`src/rtl/sp_ram_loader.sv`:
```
// Single-port synchronous RAM filled by a valid/ready burst loader,
// then read like a ROM table with one-cycle registered read data.
module sp_ram_loader #(
  parameter int DATA_W = 4,
  parameter int ADDR_W = 3,
  parameter int DEPTH  = 8
) (
  input  logic              clk,
  input  logic              rst_n,
  input  logic              start,
  input  logic [ADDR_W-1:0] start_addr,
  input  logic [ADDR_W:0]   len,
  input  logic              in_valid,
  input  logic [DATA_W-1:0] in_data,
  output logic              in_ready,
  output logic              busy,
  output logic              done,
  input  logic              en,
  input  logic [ADDR_W-1:0] addr,
  output logic [DATA_W-1:0] data_out
);

  localparam int CW = ADDR_W + 1;
  localparam logic [ADDR_W:0] DEPTH_C = CW'(DEPTH);
  localparam logic [ADDR_W:0] ONE_C   = CW'(1);

  typedef enum logic [1:0] {
    IDLE = 2'd0,
    LOAD = 2'd1,
    DONE = 2'd2
  } state_t;

  state_t            state;
  logic [ADDR_W-1:0] wptr;
  logic [ADDR_W:0]   cnt;
  logic [ADDR_W:0]   len_c;
  logic              wr;
  logic [DATA_W-1:0] mem [DEPTH];

  assign len_c = (len > DEPTH_C) ? DEPTH_C : len;
  assign wr    = (state == LOAD) && in_valid && in_ready;

  // Burst sequencer with registered handshake and status outputs
  always_ff @(posedge clk or negedge rst_n) begin
    if (!rst_n) begin
      state    <= IDLE;
      wptr     <= '0;
      cnt      <= '0;
      in_ready <= 1'b0;
      busy     <= 1'b0;
      done     <= 1'b0;
    end else begin
      unique case (state)
        IDLE: begin
          done <= 1'b0;
          if (start) begin
            wptr <= start_addr;
            cnt  <= len_c;
            if (len_c == '0) begin
              state <= DONE;
              done  <= 1'b1;
            end else begin
              state    <= LOAD;
              in_ready <= 1'b1;
              busy     <= 1'b1;
            end
          end
        end
        LOAD: begin
          if (wr) begin
            wptr <= wptr + 1'b1;
            cnt  <= cnt - 1'b1;
            if (cnt == ONE_C) begin
              state    <= DONE;
              in_ready <= 1'b0;
              busy     <= 1'b0;
              done     <= 1'b1;
            end
          end
        end
        DONE: begin
          state <= IDLE;
          done  <= 1'b0;
        end
        default: begin
          state    <= IDLE;
          in_ready <= 1'b0;
          busy     <= 1'b0;
          done     <= 1'b0;
        end
      endcase
    end
  end

  // Storage: cleared by reset, written only by accepted burst words
  always_ff @(posedge clk or negedge rst_n) begin
    if (!rst_n) begin
      for (int i = 0; i < DEPTH; i++) begin
        mem[i] <= '0;
      end
    end else if (wr) begin
      mem[wptr] <= in_data;
    end
  end

  // Read port: the writer owns the array while a burst is loading
  always_ff @(posedge clk or negedge rst_n) begin
    if (!rst_n) begin
      data_out <= '0;
    end else if (en && (state != LOAD)) begin
      data_out <= mem[addr];
    end
  end

endmodule

```
`config.mk`:
```
export PLATFORM = sky130hd
export DESIGN_NAME = sp_ram_loader
export DESIGN_NICKNAME = d
export VERILOG_FILES = /design/src/rtl/sp_ram_loader.sv
export SDC_FILE = /design/constraint.sdc
export NUM_CORES = 1
export LEC_CHECK = 0
export CORE_MARGIN = 3
export CORE_UTILIZATION = 55
export DETAILED_ROUTE_END_ITERATION = 12
export MAX_ROUTING_LAYER = met4
export PLACE_DENSITY = 0.89
export SLEW_MARGIN = 20
export SYNTH_ARGS = -nofsm -noshare
export SYNTH_HDL_FRONTEND = slang
export SYNTH_SLANG_ARGS = --single-unit
```
`constraint.sdc`:
```
create_clock -name clk -period 2.1 [get_ports clk]
set_input_delay 0.21 -clock clk [delete_from_list [all_inputs] [get_ports clk]]
set_output_delay 0.21 -clock clk [all_outputs]
set_load 0.05 [all_outputs]
```
# Word-level counts from Yosys, hierarchy flattened
# Index checks and enable logic that the tools add are counted.
[word_totals]
regBits = 47
out_inout_bits = 7
word_cells = 70
[op_classes]
reduce_logical = 11
n_addsub = 2
bitwise = 3
eq_ne = 8
muxes = 28
order_cmp = 4
[op_table]
columns = ["operator", "count"]
rows = [
  ["$bwmux 32", 1],
  ["$mux 4", 6],
  ["$bmux 4 s3", 1],
  ["$demux 4 s3", 1],
  ["$ge 4x4->1 const B", 2],
  ["$mux 1", 8],
  ["$mux 2", 4],
  ["$not 3->4", 2],
  ["$pmux 4 s2", 1],
  ["$mux 3", 2],
  ["$ne 2x2->1 const B", 3],
  ["$pmux 3 s2", 1],
  ["$reduce_and 3->1", 2],
  ["$reduce_and 5->1", 1],
  ["$eq 4x1->1 const B", 1],
  ["$gt 4x4->1 const B", 1],
  ["$logic_and 1x1->1", 4],
  ["$logic_not 4->1", 1],
  ["$lt 4x1->1 const B", 1],
  ["$ne 2x1->1 const B", 2],
  ["$pmux 2 s2", 1],
  ["$sub 4x1->4 const B", 1],
  ["$add 3x1->3 const B", 1],
  ["$pmux 1 s3", 1],
  ["other kinds (7)", 7],
]

# Depth between registers and ports, before layout
[depth]
depth_word = 6
mapped_depth = 6

# Worst setup path before layout
# No wires, ideal clock.
[synth_path]
path_kind = "register to register"
from = "register busy (netlist name)"
to = "register mem[4] in the netlist's numbering"
arrival_time_ns = 1.604
period_less_slack_ns = 1.729
path_stages_with_launch = 5
setup_time_ns = 0.125
path_slack_ns = 0.371
required_ns = 1.975
cell_sequence = "dfrtp_1 > nand2_1 > nor2_1 > nand3_1 > mux2_2"
[synth_lines]
columns = ["item", "line_no", "source"]
rows = [
  ["end signal, assigned by index", "102", "mem[wptr] <= in_data;"],
  ["end, declared", "38", "logic [DATA_W-1:0] mem [DEPTH];"],
]

# Worst setup path in the final report
[layout_path]
from = "register busy"
to = "output busy"
[layout_lines]
columns = ["item", "line_no", "source"]
rows = [
  ["start, declared", "16", "output logic busy,"],
  ["start signal, assigned", "50", "busy <= 1'b0;"],
  ["start signal, assigned", "65", "busy <= 1'b1;"],
  ["start signal, assigned", "76", "busy <= 1'b0;"],
]
# No word-level cell between the ends.

==> summary.md <==
| Metric | Value |
|---|---|
| Outcome | finished clean |
| Pin count of the biggest net entering global routing | 22 |
| Total grt overflow | 0 |
| Most frequent cells in the layout | dfrtp_1, mux2_2, clkdlybuf4s50_1, mux2i_1, nand2_1 |
| Met3 GRT Util | 0.05114 |
| Buffer and inverter count on the worst path | 1 |
| CTS root buf | clkbuf_8 |
| Post-synthesis mux area share | 0.2660 |
| CTS Hold Bufs | 1 |
| Drt drc | 0 |
| Initial Utilization | 0.5751 |
| Antenna-violating nets left | 0 |
| Finished Core Util | 0.6710 |
| Commonest non-fill, non-tap cell in the layout | dfrtp_1 |
| DR vias | 1568 |
| Setup TNS | 0 ns |
| Post-Layout Cell Count | 268 |
| Final Cycle Share | 0.8614 |
| Post-CTS setup buffer count | 0 |
| Worst path depth | 1 |
| Largest family of logic cells by synthesized area | multiplexers |
| #FFs+latches synth | 47 |
| CTS buffer count | 5 |
| GRT Util Overall | 0.2045 |
| Post-DR wirelength/cell | 17.14 um |
| Num rows | 23 |
| Post-synthesis xor/xnor area fraction | 0 |
| Fill cells | 303 |
| Compound-Gate Fraction of Synth Area | 0.06917 |
| Min-Delay Path Class | input port to asynchronous set/reset pin |
| Port Buffers | 25 |
| Critical path type | flop to primary output |
| Max IR drop VDD | 589.6 uV |
| Max-cap violation count | 0 |
| Worst-skew pair later-pin latency | 0.31 ns |
| I/O pin count | 26 |
| Via/cell ratio | 5.851 |
| RSZ-0062 raised after global routing | no |
| CTS tree | yes |
| First-pass GRT wire length | 7.700 mm |
| EDFF count, synth | 0 |
| Die area | 5060 um^2 |
| Crit-path leading delay family | buffers and inverters |
| Worst Slack Setup Final | 0.2910 ns |
| Pre-CTS setup slack | 0.3164 ns |
| Initial drt markers | 144 |
| Crit-path slowest cell | clkdlybuf4s50_1 |
| Yosys top cell area share | 0.5040 |
| Post-DP HPWL | 3.166 mm |
| Core Area | 4058 um^2 |
| Clock Sinks | 47 |
| GR Util met2 | 0.3018 |
| Worst Setup End Kind | primary output |
| Static leakage | 1.200 nW |
| Clock slew at reported path FFs | 0.09 ns |
| Layout cells sized above 1 | 0.2569 |
| Mapped Avg Cell Area | 12.55 um^2 |
| Prevailing post-synth register cell | dfrtp_1 |
| CTS Buffer Depth | 2 |
| CP startpoint kind | flop |
| Cells after synthesis | 186 |
| Placer Congestion | 0.8329 |
| Worst-margin pin slew | 0.4939 ns |
| Worst-path cell chain | clkdlybuf4s50_1 |
| Synth warnings | 0 |
| Hold_ws | 0.3090 ns |
| Worst r2r path cells | 4 |
| Final #Nets | 239 |
| Synth area leaders | dfrtp_1, mux2_2, mux2i_1, mux4_2, nand2_1 |
| CP startpoint | busy$_DFFE_PN0P_ |
| Synth-to-layout area growth | 16.68% |
| Critical R2R Launch | state[0]$_DFFE_PN0P_ |
| Die height | 71.14 um |
| Routed WL | 4.594 mm |
| Yosys cell types | 35 |
| CP required | 1.89 ns |
| Fin. max-slew vios | 0 |
| Post-layout min period | 1.809 ns |
| Synth Cell Area | 2333 um^2 |
| Fraction of registers with async set or reset after synthesis | 1.000 |
| Final setup violation count | 0 |
| FMAX | 552.8 MHz |
| Max-Slew Margin vs Limit | 0.6697 |
| Post-Synth Adder-Cell Area | 0.01609 |
| Synth Area in Simple Gates | 0.1078 |
| Initial antenna violation count | 0 |
| CP max stage delay | 0.84 ns |
| Post-synth top area cell | dfrtp_1 |
| Syn Nets | 208 |
| Final-report hold violation count | 0 |
| Register area share after synthesis | 0.5040 |
| Most used routing layer | met2 |
| GR Layer Usage met1 | 0.2769 |
| Final Skew | 0.01028 ns |
| Vias in the first global route | 1522 |
| Critical path arrival | 1.60 ns |
| Placed Cells incl. Taps | 259 |
| CTS resizes | 0 |
| Ant diodes | 0 |
| Crit-path max FO | 6 |
| Depth of the CTS H-tree | 2 |
| Power density over the cells | 1388 nW/um^2 |
| First-pass DRT Iterations | 4 |
| Die width | 71.14 um |
## synth_stat cells, drive strengths merged, types with 3 or more instances
| master | number |
|---|---|
| dfrtp | 47 |
| mux2 | 32 |
| mux2i | 17 |
| nand2 | 15 |
| o21ai | 11 |
| nor2 | 9 |
| buf | 7 |
| nand3 | 7 |
| inv | 6 |
| a21oi | 5 |
| mux4 | 4 |
| nor3 | 4 |
| a31oi | 3 |
| ha | 3 |
| nand2b | 3 |
## power by group
group / switching (mW) / total, mW / internal [mW]
clock: 0.302 / 0.535 / 0.233
sequential: 0.329 / 1.67 / 1.34
combinational: 0.810 / 1.58 / 0.766
total: 1.44 / 3.78 / 2.34
## stage by stage
step / power, mW / cell area [um^2]
3_5_place_dp: 3.232 / 2628
3_3_place_gp: 3.156 / 2628
6_report: 3.778 / 2723
5_1_grt: 4.036 / 2723
2_1_floorplan: 2.816 / 2333
4_1_cts: 3.791 / 2723
## logic make-up (layout without fill, tap and decap cells)
family | after synthesis | after routing
AOI/OAI and AO/OA | 26 | 26
adders and majority gates | 3 | 3
buffers and inverters | 13 | 45
DFF | 47 | 47
muxes | 53 | 53
and+or+nand+nor | 44 | 44
## metal layers
layer,vias to the layer above,part of all wire
li1,742,-
met1,768,0.46
met2,51,0.47
met3,7,0.051
met4,0,0.014
met5,-,0
## worst paths after layout
check	slack, ns	to
setup / recovery	0.29	busy
hold / removal	0.31	mem[18]$_DFFE_PN0P_
setup reg to reg	0.32	mem[17]$_DFFE_PN0P_
hold reg to reg	0.49	data_out[2]$_DFFE_PN0P_
max in group asynchronous	1.22	wptr[1]$_DFFE_PN0P_
min in group clk	0.47	wptr[0]$_DFFE_PN0P_
## registers in the layout, indices dropped and copies added, names as in the netlist
signal,flops
busy,1
cnt,4
state,2
done,1
mem,32
data_out,4
wptr,3
## final cells by class
type	instances	area, um^2	area share
sequential	47	1176	0.4320
multi-input combinational	126	1071	0.3934
timing repair buffer	31	305.3	0.1121
clock buffer	6	72.57	0.02665
tap	50	62.56	0.02298
inverter	6	22.52	0.008272
clock inverter	2	12.51	0.004596
No activity file was read; power rests on OpenSTA's default activity.
